--- config.mk ---
export PLATFORM = sky130hd
export DESIGN_NAME = id_ex_stage_flat
export DESIGN_NICKNAME = d
export VERILOG_FILES = /design/src/rtl/rv_pkg.sv /design/src/rtl/id_ex_stage_if.sv /design/src/rtl/id_ex_stage_imm_gen.sv /design/src/rtl/id_ex_stage.sv /design/src/flat_wrapper.sv
export SDC_FILE = /design/constraint.sdc
export NUM_CORES = 1
export LEC_CHECK = 0
export ABC_AREA = 1
export CAP_MARGIN = 20
export CORE_MARGIN = 2
export CORE_UTILIZATION = 25
export CTS_BUF_LIST = sky130_fd_sc_hd__clkbuf_8
export DETAILED_ROUTE_END_ITERATION = 6
export PLACE_DENSITY = 0.69
export SLEW_MARGIN = 20
export SYNTH_ARGS = -nofsm -noshare
export SYNTH_HDL_FRONTEND = slang
export SYNTH_SLANG_ARGS = --single-unit
--- constraint.sdc ---
create_clock -name clk -period 1.8 [get_ports clk]
set_clock_uncertainty 0.15 [all_clocks]
set_input_delay 0.36 -clock clk [delete_from_list [all_inputs] [get_ports clk]]
set_output_delay 0.36 -clock clk [all_outputs]
set_load 0.1 [all_outputs]
--- src/rtl/rv_pkg.sv ---
// Shared RV32I decode definitions: opcodes, immediate formats and register index width.
package rv_pkg;
  localparam int REG_W = 5;

  localparam logic [6:0] OP     = 7'b0110011;
  localparam logic [6:0] OP_IMM = 7'b0010011;
  localparam logic [6:0] LOAD   = 7'b0000011;
  localparam logic [6:0] STORE  = 7'b0100011;
  localparam logic [6:0] BRANCH = 7'b1100011;
  localparam logic [6:0] JAL    = 7'b1101111;
  localparam logic [6:0] JALR   = 7'b1100111;
  localparam logic [6:0] LUI    = 7'b0110111;
  localparam logic [6:0] AUIPC  = 7'b0010111;

  typedef enum logic [2:0] {IMM_I, IMM_S, IMM_B, IMM_U, IMM_J, IMM_NONE} imm_type_e;

  function automatic imm_type_e imm_type_of(input logic [6:0] opc);
    case (opc)
      OP_IMM, LOAD, JALR: return IMM_I;
      STORE:              return IMM_S;
      BRANCH:             return IMM_B;
      LUI, AUIPC:         return IMM_U;
      JAL:                return IMM_J;
      default:            return IMM_NONE;
    endcase
  endfunction
endpackage

--- src/rtl/id_ex_stage_if.sv ---
// Bundle of ID inputs, register-file/writeback nets and ID/EX register outputs.
interface id_ex_stage_if #(parameter int DATA_W = 32, parameter int STALL_CNT_W = 16);
  import rv_pkg::*;

  logic              id_valid;
  logic [DATA_W-1:0] id_instr;
  logic [DATA_W-1:0] id_pc;
  logic              flush;
  logic [REG_W-1:0]  rf_read_regA;
  logic [REG_W-1:0]  rf_read_regB;
  logic [DATA_W-1:0] rf_read_dataA;
  logic [DATA_W-1:0] rf_read_dataB;
  logic              wb_write_enable;
  logic [REG_W-1:0]  wb_write_reg;
  logic [DATA_W-1:0] wb_write_data;
  logic              stall;
  logic              ex_valid;
  logic [DATA_W-1:0] ex_pc;
  logic [DATA_W-1:0] ex_instr;
  logic [REG_W-1:0]  ex_rs1;
  logic [REG_W-1:0]  ex_rs2;
  logic [REG_W-1:0]  ex_rd;
  logic [DATA_W-1:0] ex_opA;
  logic [DATA_W-1:0] ex_opB;
  logic [DATA_W-1:0] ex_imm;
  logic              ex_is_load;
  logic              ex_reg_write;
  logic [STALL_CNT_W-1:0] stall_count;

  modport master (
    output id_valid, id_instr, id_pc, flush, rf_read_dataA, rf_read_dataB,
           wb_write_enable, wb_write_reg, wb_write_data,
    input  rf_read_regA, rf_read_regB, stall, ex_valid, ex_pc, ex_instr, ex_rs1, ex_rs2,
           ex_rd, ex_opA, ex_opB, ex_imm, ex_is_load, ex_reg_write, stall_count
  );

  modport slave (
    input  id_valid, id_instr, id_pc, flush, rf_read_dataA, rf_read_dataB,
           wb_write_enable, wb_write_reg, wb_write_data,
    output rf_read_regA, rf_read_regB, stall, ex_valid, ex_pc, ex_instr, ex_rs1, ex_rs2,
           ex_rd, ex_opA, ex_opB, ex_imm, ex_is_load, ex_reg_write, stall_count
  );
endinterface

--- src/rtl/id_ex_stage_imm_gen.sv ---
// Combinational immediate generator for the RV32I I/S/B/U/J formats.
module imm_gen
  import rv_pkg::*;
#(parameter int DATA_W = 32)
(
  input  logic [DATA_W-1:0]        instr,
  output logic signed [DATA_W-1:0] imm
);
  always_comb begin
    imm = '0;
    case (imm_type_of(instr[6:0]))
      IMM_I:   imm = {{20{instr[31]}}, instr[31:20]};
      IMM_S:   imm = {{20{instr[31]}}, instr[31:25], instr[11:7]};
      IMM_B:   imm = {{19{instr[31]}}, instr[31], instr[7], instr[30:25], instr[11:8], 1'b0};
      IMM_U:   imm = {instr[31:12], 12'b0};
      IMM_J:   imm = {{11{instr[31]}}, instr[31], instr[19:12], instr[20], instr[30:21], 1'b0};
      default: imm = '0;
    endcase
  end
endmodule

--- src/rtl/id_ex_stage.sv ---
// Decode/issue stage: operand read with writeback bypass, load-use interlock,
// and the ID/EX pipeline register.
module id_ex_stage
  import rv_pkg::*;
#(
  parameter int DATA_W      = 32,
  parameter int STALL_CNT_W = 16
)(
  input logic         clk,
  input logic         reset,
  id_ex_stage_if.slave bus
);
  logic [6:0]               opc_p0;
  logic [REG_W-1:0]         rs1_p0, rs2_p0, rd_p0;
  logic                     uses_rs1_p0, uses_rs2_p0, writes_rd_p0;
  logic                     hazard_p0;
  logic signed [DATA_W-1:0] imm_p0, opa_p0, opb_p0;

  logic                     vld_p1;
  logic [DATA_W-1:0]        pc_p1, instr_p1;
  logic [REG_W-1:0]         rs1_p1, rs2_p1, rd_p1;
  logic signed [DATA_W-1:0] opa_p1, opb_p1, imm_p1;
  logic                     is_load_p1, reg_write_p1;
  logic [STALL_CNT_W-1:0]   stall_cnt_p1;

  // Register file reads old data on a collision, so the in-flight write is bypassed here.
  function automatic logic signed [DATA_W-1:0] bypass(
    input logic [REG_W-1:0]  rs,
    input logic              we,
    input logic [REG_W-1:0]  wr,
    input logic [DATA_W-1:0] wd,
    input logic [DATA_W-1:0] rf
  );
    if (rs == '0)           return '0;
    if (we && (wr == rs))   return wd;
    return rf;
  endfunction

  function automatic logic [STALL_CNT_W-1:0] sat_inc(input logic [STALL_CNT_W-1:0] v);
    return (&v) ? v : v + 1'b1;
  endfunction

  assign opc_p0 = bus.id_instr[6:0];
  assign rd_p0  = bus.id_instr[11:7];
  assign rs1_p0 = bus.id_instr[19:15];
  assign rs2_p0 = bus.id_instr[24:20];

  always_comb begin
    uses_rs1_p0  = 1'b0;
    uses_rs2_p0  = 1'b0;
    writes_rd_p0 = 1'b0;
    case (opc_p0)
      OP:            begin uses_rs1_p0 = 1'b1; uses_rs2_p0 = 1'b1; writes_rd_p0 = 1'b1; end
      OP_IMM, LOAD,
      JALR:          begin uses_rs1_p0 = 1'b1; writes_rd_p0 = 1'b1; end
      STORE, BRANCH: begin uses_rs1_p0 = 1'b1; uses_rs2_p0 = 1'b1; end
      LUI, AUIPC,
      JAL:           writes_rd_p0 = 1'b1;
      default:       ;
    endcase
  end

  imm_gen #(.DATA_W(DATA_W)) u_imm_gen (.instr(bus.id_instr), .imm(imm_p0));

  assign opa_p0 = bypass(rs1_p0, bus.wb_write_enable, bus.wb_write_reg, bus.wb_write_data,
                         bus.rf_read_dataA);
  assign opb_p0 = bypass(rs2_p0, bus.wb_write_enable, bus.wb_write_reg, bus.wb_write_data,
                         bus.rf_read_dataB);

  assign hazard_p0 = vld_p1 && is_load_p1 && (rd_p1 != '0) && bus.id_valid && !bus.flush &&
                     ((uses_rs1_p0 && (rs1_p0 == rd_p1)) || (uses_rs2_p0 && (rs2_p0 == rd_p1)));

  // ---- ID -> EX register boundary ----
  always_ff @(posedge clk or negedge reset) begin
    if (!reset) begin
      vld_p1       <= 1'b0;
      pc_p1        <= '0;
      instr_p1     <= '0;
      rs1_p1       <= '0;
      rs2_p1       <= '0;
      rd_p1        <= '0;
      opa_p1       <= '0;
      opb_p1       <= '0;
      imm_p1       <= '0;
      is_load_p1   <= 1'b0;
      reg_write_p1 <= 1'b0;
      stall_cnt_p1 <= '0;
    end else begin
      vld_p1   <= bus.id_valid && !bus.flush && !hazard_p0;
      pc_p1    <= bus.id_pc;
      instr_p1 <= bus.id_instr;
      rs1_p1   <= rs1_p0;
      rs2_p1   <= rs2_p0;
      rd_p1    <= rd_p0;
      opa_p1   <= opa_p0;
      opb_p1   <= opb_p0;
      imm_p1   <= imm_p0;
      // A bubble must not look like a load, or the held instruction would stall again.
      is_load_p1   <= !hazard_p0 && (opc_p0 == LOAD);
      reg_write_p1 <= !hazard_p0 && writes_rd_p0 && (rd_p0 != '0) && bus.id_valid;
      if (hazard_p0) stall_cnt_p1 <= sat_inc(stall_cnt_p1);
    end
  end

  assign bus.rf_read_regA = rs1_p0;
  assign bus.rf_read_regB = rs2_p0;
  assign bus.stall        = hazard_p0;
  assign bus.ex_valid     = vld_p1;
  assign bus.ex_pc        = pc_p1;
  assign bus.ex_instr     = instr_p1;
  assign bus.ex_rs1       = rs1_p1;
  assign bus.ex_rs2       = rs2_p1;
  assign bus.ex_rd        = rd_p1;
  assign bus.ex_opA       = opa_p1;
  assign bus.ex_opB       = opb_p1;
  assign bus.ex_imm       = imm_p1;
  assign bus.ex_is_load   = is_load_p1;
  assign bus.ex_reg_write = reg_write_p1;
  assign bus.stall_count  = stall_cnt_p1;
endmodule

--- src/flat_wrapper.sv ---
// flat-port wrapper written by rule: the top's interface ports become plain ports
module id_ex_stage_flat import rv_pkg::*;
#(
  parameter int DATA_W      = 32,
  parameter int STALL_CNT_W = 16
)
  (clk, reset, bus_id_valid, bus_id_instr, bus_id_pc, bus_flush, bus_rf_read_dataA, bus_rf_read_dataB, bus_wb_write_enable, bus_wb_write_reg, bus_wb_write_data, bus_rf_read_regA, bus_rf_read_regB, bus_stall, bus_ex_valid, bus_ex_pc, bus_ex_instr, bus_ex_rs1, bus_ex_rs2, bus_ex_rd, bus_ex_opA, bus_ex_opB, bus_ex_imm, bus_ex_is_load, bus_ex_reg_write, bus_stall_count);
  id_ex_stage_if #(.DATA_W(DATA_W), .STALL_CNT_W(STALL_CNT_W)) bus_i ();
  input logic clk;
  input logic reset;
  input wire logic [$bits(bus_i.id_valid)-1:0] bus_id_valid;
  input wire logic [$bits(bus_i.id_instr)-1:0] bus_id_instr;
  input wire logic [$bits(bus_i.id_pc)-1:0] bus_id_pc;
  input wire logic [$bits(bus_i.flush)-1:0] bus_flush;
  input wire logic [$bits(bus_i.rf_read_dataA)-1:0] bus_rf_read_dataA;
  input wire logic [$bits(bus_i.rf_read_dataB)-1:0] bus_rf_read_dataB;
  input wire logic [$bits(bus_i.wb_write_enable)-1:0] bus_wb_write_enable;
  input wire logic [$bits(bus_i.wb_write_reg)-1:0] bus_wb_write_reg;
  input wire logic [$bits(bus_i.wb_write_data)-1:0] bus_wb_write_data;
  output wire logic [$bits(bus_i.rf_read_regA)-1:0] bus_rf_read_regA;
  output wire logic [$bits(bus_i.rf_read_regB)-1:0] bus_rf_read_regB;
  output wire logic [$bits(bus_i.stall)-1:0] bus_stall;
  output wire logic [$bits(bus_i.ex_valid)-1:0] bus_ex_valid;
  output wire logic [$bits(bus_i.ex_pc)-1:0] bus_ex_pc;
  output wire logic [$bits(bus_i.ex_instr)-1:0] bus_ex_instr;
  output wire logic [$bits(bus_i.ex_rs1)-1:0] bus_ex_rs1;
  output wire logic [$bits(bus_i.ex_rs2)-1:0] bus_ex_rs2;
  output wire logic [$bits(bus_i.ex_rd)-1:0] bus_ex_rd;
  output wire logic [$bits(bus_i.ex_opA)-1:0] bus_ex_opA;
  output wire logic [$bits(bus_i.ex_opB)-1:0] bus_ex_opB;
  output wire logic [$bits(bus_i.ex_imm)-1:0] bus_ex_imm;
  output wire logic [$bits(bus_i.ex_is_load)-1:0] bus_ex_is_load;
  output wire logic [$bits(bus_i.ex_reg_write)-1:0] bus_ex_reg_write;
  output wire logic [$bits(bus_i.stall_count)-1:0] bus_stall_count;
  assign bus_i.id_valid = bus_id_valid;
  assign bus_i.id_instr = bus_id_instr;
  assign bus_i.id_pc = bus_id_pc;
  assign bus_i.flush = bus_flush;
  assign bus_i.rf_read_dataA = bus_rf_read_dataA;
  assign bus_i.rf_read_dataB = bus_rf_read_dataB;
  assign bus_i.wb_write_enable = bus_wb_write_enable;
  assign bus_i.wb_write_reg = bus_wb_write_reg;
  assign bus_i.wb_write_data = bus_wb_write_data;
  assign bus_rf_read_regA = bus_i.rf_read_regA;
  assign bus_rf_read_regB = bus_i.rf_read_regB;
  assign bus_stall = bus_i.stall;
  assign bus_ex_valid = bus_i.ex_valid;
  assign bus_ex_pc = bus_i.ex_pc;
  assign bus_ex_instr = bus_i.ex_instr;
  assign bus_ex_rs1 = bus_i.ex_rs1;
  assign bus_ex_rs2 = bus_i.ex_rs2;
  assign bus_ex_rd = bus_i.ex_rd;
  assign bus_ex_opA = bus_i.ex_opA;
  assign bus_ex_opB = bus_i.ex_opB;
  assign bus_ex_imm = bus_i.ex_imm;
  assign bus_ex_is_load = bus_i.ex_is_load;
  assign bus_ex_reg_write = bus_i.ex_reg_write;
  assign bus_stall_count = bus_i.stall_count;
  id_ex_stage #(.DATA_W(DATA_W), .STALL_CNT_W(STALL_CNT_W)) u_core (.clk(clk), .reset(reset), .bus(bus_i));
endmodule
==> run summary, run 1 <==
outcome - finished, violations left
failing checks - setup timing
switching power total - 3.993 mW
worst vdd rail ir drop - 422.5 uV
hold crit path type - in2reg
clock slew at reported path FFs - 90 ps
worst hold path cell count - 2
number of global-route vias before repair - 7,287
hold path start - bus_id_instr[2]
layout cells sized above 1 - 37.40%
total number of vias - 7,153
Setup Viol. Count Final - 21
Slew Limit Fails - 0
HPWL after DPL - 22.60 mm
global-route wire length before repair - 42.82 mm
initial antenna violation count - 3
RR Endpoint - u_core.bus.stall_count[14]
placed cell count - 1,554
Synth Net Count - 924
power per cell area - 715.6 nW/um^2
Final #Nets - 1,372
CTS tree - yes
Setup Crit Path Kind - reg2out
CP endpoint kind - output port
Switching Share - 37.49%
most common cell in the netlist - dfrtp_1
fin worst setup slack - -576.8 ps
yosys synthesis warning count - 0
fin crit period - 2377 ps
final cell count without fillers - 1,600
Avg Cell Area, Syn - 9.735 um^2
#FFs+latches synth - 179
Sequential cell area - 4553 um^2
netlist area before placement - 7331 um^2
final worst-path cycle share - 132.0%
Area Growth Syn to Fin - 103.1%
Worst slew margin - 72.56%
routability congestion estimate - 0.8877
register area share after synthesis - 61.10%
Synth Flop Type - dfrtp_1
critical path peak fanout - 4
grt ovf - 0
clk root buf - clkbuf_8
met3 wire length - 2.108 mm
Residual DRC - 0
Internal - 6.659 mW
Clk pwr share - 25.2%
worst skew pair latency - 460 ps
Post-synth top cells - dfrtp_1, nand2_1, inv_1
Detailed Route Iter0 Violations - 349
worst r2r path cells - 10
Die H - 175.2 um
RSZ-0062 raised after global routing - true
Max-Cap Viols - 0
cell taking the most area after synthesis - dfrtp_1
synth top area cells - dfrtp_1, nand2_1, inv_1
Row Count - 62
Final ANT Viol Nets - 0
register share of total power - 41.3%
TritonRoute pass-1 iters - 5
placed inst area - 14,220 um^2
WL final - 28.28 mm
hold path endpoint - u_core.bus.ex_instr[2]
Yosys top cell area share - 61.10%
FMAX - 0.4207 GHz
Worst-Margin Slew - 408.5 ps
Critical Path RT - 1290 ps
Die X - 175.2 um
WP data arrival - 1870 ps
async set-or-reset flop fraction in the synthesized netlist - 100.0%
critical path startpoint category - register
flop2flop setup slack - -100 ps
initial core utilization - 25.47%
Design Area, Final - 14,890 um^2
final core utilization - 51.73%
largest net degree at the start of global routing - 61
Core Footprint - 28,780 um^2
Comb pwr share - 33.6%
Total GRT Usage - 18.52%
die area - 30,710 um^2
Lkg Pwr - 7.001 nW
worst hold margin - 73.61 ps
Total Power - 10.65 mW
CTS Buffer Depth - 2
Hold Fails Final Rpt - 0
dpl ws - -706.1 ps
Vias per Instance - 4.471
fill count - 2,449
met2 WL - 14.88 mm
setup TNS - -1827 ps
Top-Level Pins - 375
R2R Path Start - u_core.bus.ex_instr[10]
number of flops mapped to enable cells by yosys - 0
Synth cell types - 35
CTS Sinks - 179
H-tree depth - 4
Highest Signal Layer - met5
IO Port Bufs - 374
multi-input logic area - 2273 um^2
drt wl/cell - 17.68 um
cells after synthesis - 753
M1 WL - 10.37 mm
cts bufs inserted - 17
## sequential cells by signal (all words and copies together), names as in the netlist
register and count:
u_core.bus.stall_count 16, u_core.bus.ex_valid 1, u_core.bus.ex_opB 32, u_core.bus.ex_instr 32, u_core.bus.ex_imm 32, u_core.bus.ex_is_load 1, u_core.bus.ex_reg_write 1, u_core.bus.ex_pc 32
u_core.bus.ex_opA 32
## final cells by class
class                      count  share of cell area (%)
antenna                        2                 0.03362
clock buffer                  19                   1.757
clock inverter                13                  0.7648
inverter                     117                   2.950
multi-input combinational    406                   15.27
sequential                   179                   30.58
tap                          384                   3.227
timing repair buffer         480                   45.41
## worst max-delay path by stage
| stage | start | end | slack (ps) | cells after the start |
|---|---|---|---|---|
| after global placement | bus_id_instr[15] | bus_stall | -690 | 9 |
| after detailed placement | bus_id_instr[15] | bus_stall | -710 | 9 |
| after CTS | u_core.bus.ex_instr[7] | bus_stall | -630 | 7 |
| final | u_core.bus.ex_instr[10] | bus_stall | -580 | 7 |
| after global routing | u_core.bus.ex_instr[8] | bus_stall | -660 | 7 |
| after floorplan | u_core.bus.ex_instr[11] | bus_stall | -210 | 7 |
## kinds of logic after synthesis
| logic type | share of synthesized area, % |
|---|---|
| and+or+nand+nor | 14.90 |
| DFF | 61.10 |
| buffers and inverters | 10.16 |
| AOI/OAI and AO/OA | 12.12 |
| xor gates and xnor gates | 1.553 |
| adders and majority gates | 0.1707 |
## per-layer routing
layer  vias to the layer above  global-route usage (%)
met5                         -                       0
met4                         2                   7.708
met3                        52                   4.896
met2                       338                   32.71
met1                      3435                   21.11
li1                       3326                       -
## worst max-delay path: stages (launching register included)
cell and delay, ps:
dfrtp_4 520, nand2_2 80, nand2_2 60, nor2_4 140
nand3_2 100, a21oi_2 170, and2_4 170, buf_12 170
## repair_timing
| action | CTS | global route |
|---|---|---|
| hold buffers | 1 | 4 |
| setup buffers | 3 | 8 |
| resized for setup | 22 | 49 |
| endpoints found under the hold margin | 108 | 4 |
| cloned | 1 | 0 |
| endpoints found under the setup margin | 81 | 59 |
| pin swaps | 3 | 13 |
## cell usage in the layout, fill, tap and decap left out, drive strengths merged
master           n
a21oi           70
buf            306
o2111ai          5
inv            124
o21ai           74
clkdlybuf4s50  153
xnor2            5
diode            2
xor2             8
dfrtp          179
nor2            35
nor3             6
o211ai           2
ha               1
nand4           33
and2             2
nand3           23
clkinvlp         3
dlygate4sd2      8
o22ai            6
dlygate4sd3      5
clkbuf          20
clkinv           3
nand3b           1
o31ai            6
nand2          126
o221ai           3
dlymetal6s2s     7
## power groups by stage
stage / registers (mW) / clock network [mW] / logic (mW)
finish: 4.39 / 2.68 / 3.58
detailed placement: 4.48 / 0 / 3.55
global placement: 4.47 / 0 / 3.53
CTS: 4.40 / 2.79 / 3.56
global route: 4.42 / 2.96 / 3.70
floorplan: 5.77 / 0 / 0.466
No activity file was read; power rests on OpenSTA's default activity.
==> inputs of run 2 (changes only) <==
GPL_TIMING_DRIVEN = 0   (was not set)
==> run 2 against run 1 <==
Compared with the run above:
- the flow still finishes with violations (setup timing)
- combinational power fell by 18%
- via count shrank 2.5%
- die area did not move
- worst setup slack got worse by 14 ps
- sequential power shrank 3%
- sequential share of layout area is 6.9 points higher
- core utilization is 9.5 points lower
- routed wire length decreased by 3.2%
- critical path depth stayed put
- global-route usage is 1.0 points lower
==> run summary, run 2 (synthesis results as in run 1) <==
outcome - finished, violations left (unchanged)
failing checks - setup timing (unchanged)
diodes inserted - 0 (was 2)
WP data arrival - 1880 ps (was 1870 ps)
cts bufs inserted - 17 (unchanged)
CTS Buffer Depth - 2 (unchanged)
number of global-route vias before repair - 6,990 (was 7,287)
worst r2r path cells - 12 (was 10)
Design Area, Final - 12,160 um^2 (was 14,890 um^2)
final worst-path cycle share - 132.8% (was 132.0%)
Area Growth Syn to Fin - 65.85% (was 103.1%)
Total GRT Usage - 17.48% (was 18.52%)
hold path start - bus_id_instr[4] (was bus_id_instr[2])
Hold Fails Final Rpt - 0 (unchanged)
RSZ-0062 raised after global routing - true (unchanged)
switching power total - 3.904 mW (was 3.993 mW)
fin crit period - 2390 ps (was 2377 ps)
critical path peak fanout - 5 (was 4)
Lkg Pwr - 6.003 nW (was 7.001 nW)
fin worst setup slack - -590.4 ps (was -576.8 ps)
Setup Viol. Count Final - 28 (was 21)
Max-Cap Viols - 0 (unchanged)
power per cell area - 825.1 nW/um^2 (was 715.6 nW/um^2)
routability congestion estimate - 0.8735 (was 0.8877)
critical path startpoint category - register (unchanged)
CP endpoint kind - output port (unchanged)
Die X - 175.2 um (unchanged)
Final #Nets - 1,350 (was 1,372)
drt wl/cell - 17.37 um (was 17.68 um)
layout cells sized above 1 - 36.74% (was 37.40%)
flop2flop setup slack - -230 ps (was -100 ps)
worst skew pair latency - 460 ps (about the same)
initial antenna violation count - 4 (was 3)
total number of vias - 6,974 (was 7,153)
grt ovf - 0 (unchanged)
commonest non-fill, non-tap cell in the layout - clkdlybuf4s50_1 (was buf_12)
IO Port Bufs - 374 (unchanged)
global-route wire length before repair - 40.22 mm (was 42.82 mm)
TritonRoute pass-1 iters - 5 (unchanged)
Worst-Margin Slew - 512.7 ps (was 408.5 ps)
FMAX - 0.4183 GHz (was 0.4207 GHz)
register share of total power - 42.6% (was 41.3%)
Row Count - 62 (unchanged)
H-tree depth - 4 (unchanged)
Critical Path RT - 1290 ps (about the same)
Die H - 175.2 um (unchanged)
commonest cells after routing, fill and taps aside - clkdlybuf4s50_1, dfrtp_1, inv_1 (was buf_12, clkdlybuf4s50_1, dfrtp_1)
Crit-path slowest cell - dfrtp_4 (unchanged)
Worst path max stage delay - 530 ps (was 520 ps)
Vias per Instance - 4.425 (was 4.471)
Clk pwr share - 28.2% (was 25.2%)
Switching Share - 38.91% (was 37.49%)
WL final - 27.38 mm (was 28.28 mm)
Internal - 6.128 mW (was 6.659 mW)
Setup Crit Path Kind - reg2out (unchanged)
HPWL after DPL - 21.04 mm (was 22.60 mm)
Critical Path, Cell by Cell - nand2_2 > nand2_2 > nor2_4 > nand3_2 > a21oi_2 > and2_4 > buf_12 (unchanged)
clock slew at reported path FFs - 100 ps (was 90 ps)
CTS tree - yes (unchanged)
R2R Path Start - u_core.bus.ex_instr[7] (was u_core.bus.ex_instr[10])
Comb pwr share - 29.3% (was 33.6%)
Total Power - 10.03 mW (was 10.65 mW)
largest net degree at the start of global routing - 67 (was 61)
worst vdd rail ir drop - 440.1 uV (was 422.5 uV)
Worst slew margin - 66.06% (was 72.56%)
Slew Limit Fails - 0 (unchanged)
Detailed Route Iter0 Violations - 412 (was 349)
Core Footprint - 28,780 um^2 (unchanged)
hold crit path type - in2reg (unchanged)
Top-Level Pins - 375 (unchanged)
initial core utilization - 25.47% (unchanged)
placed inst area - 11,720 um^2 (was 14,220 um^2)
hold path endpoint - u_core.bus.ex_instr[4] (was u_core.bus.ex_instr[2])
worst hold path cell count - 1 (was 2)
die area - 30,710 um^2 (unchanged)
Final ANT Viol Nets - 0 (unchanged)
RR Endpoint - u_core.bus.stall_count[1] (was u_core.bus.stall_count[14])
CP dominant cell by count - nand2_2 (unchanged)
Residual DRC - 0 (unchanged)
clk root buf - clkbuf_8 (unchanged)
CTS Sinks - 179 (unchanged)
## run 2: changes by cell type in the layout (fill, tap and decap cells not counted), moves of 3 or more
| cell | previous run | this run |
|---|---|---|
| o21ai_1 | 1 | 4 |
| buf_16 | 0 | 3 |
| nor2_4 | 6 | 9 |
| nor2_1 | 24 | 19 |
| o21ai_0 | 73 | 70 |
| buf_6 | 10 | 26 |
| clkbuf_4 | 0 | 54 |
| buf_12 | 213 | 14 |
| nand3_2 | 5 | 2 |
| clkbuf_1 | 0 | 3 |
| clkbuf_2 | 0 | 13 |
| buf_2 | 0 | 90 |
## run 2: power by group through the flow
stage,Combinational (mW),Clock [mW],Sequential [mW]
after floorplan,0.466,0,5.77
after global placement,2.94,0,4.36
after detailed placement,2.97,0,4.36
after CTS,2.85,2.93,4.27
after global routing,3.04,3.07,4.29
final,2.94,2.82,4.27
## run 2: per-layer routing
layer,track usage (%),routed length (um),up-vias
met5,0,38,-
met2,30.51,14090,312
met4,7.153,847,6
li1,-,-,3278
met3,5.026,1939,48
met1,20.04,10460,3330
## run 2: stage by stage
stage	std cells	hold slack (ps)	TNS, ps	worst slack [ps]	util, %
6_report	1576	47.81	-2896	-590.4	42.24
5_1_grt	1576	9.516	-4810	-680.8	42.24
4_1_cts	1564	74.41	-3643	-684.1	40.52
3_5_place_dp	1513	164.5	-128560	-1875	40.73
3_3_place_gp	1511	361.6	-1456660	-8556	40.52
2_1_floorplan	753	-85.59	-814.2	-206.4	-
## run 2: how the worst max path moves through the flow
stage	start	to	slack (ps)	depth (start not counted)
floorplan	u_core.bus.ex_instr[11]	bus_stall	-210	7
global placement	reset	u_core.bus.stall_count[7]	-8560	1
detailed placement	bus_id_instr[21]	bus_stall	-1870	9
CTS	u_core.bus.ex_instr[7]	bus_stall	-680	7
global route	u_core.bus.ex_instr[8]	bus_stall	-680	7
finish	u_core.bus.ex_instr[8]	bus_stall	-590	7
## run 2: layout make-up
cell class | count | area [um^2]
tap | 384 | 480.5
sequential | 179 | 4553
buffer | 51 | 355.3
fill | 2820 | 16620
inverter | 117 | 442.9
clock inverter | 14 | 147.6
multi-input combinational | 405 | 2325
clock buffer | 18 | 247.7
timing repair buffer | 408 | 3606
## run 2: critical path: cells and delay by family (launching register included)
family	cells	cell delay [ps]
AND/OR/NAND/NOR	5	530
AO/OA/AOI/OAI	1	190
flip-flops	1	530
buffers and inverters	1	160
## run 2: what timing repair did
item                                    in CTS  in global routing
setup buffers                               18                  8
endpoints found under the setup margin     295                165
cloned                                       1                  0
endpoints found under the hold margin       54                  4
hold buffers                                 1                  4
gates resized for setup                   1169                147
pin swaps                                   10                 15
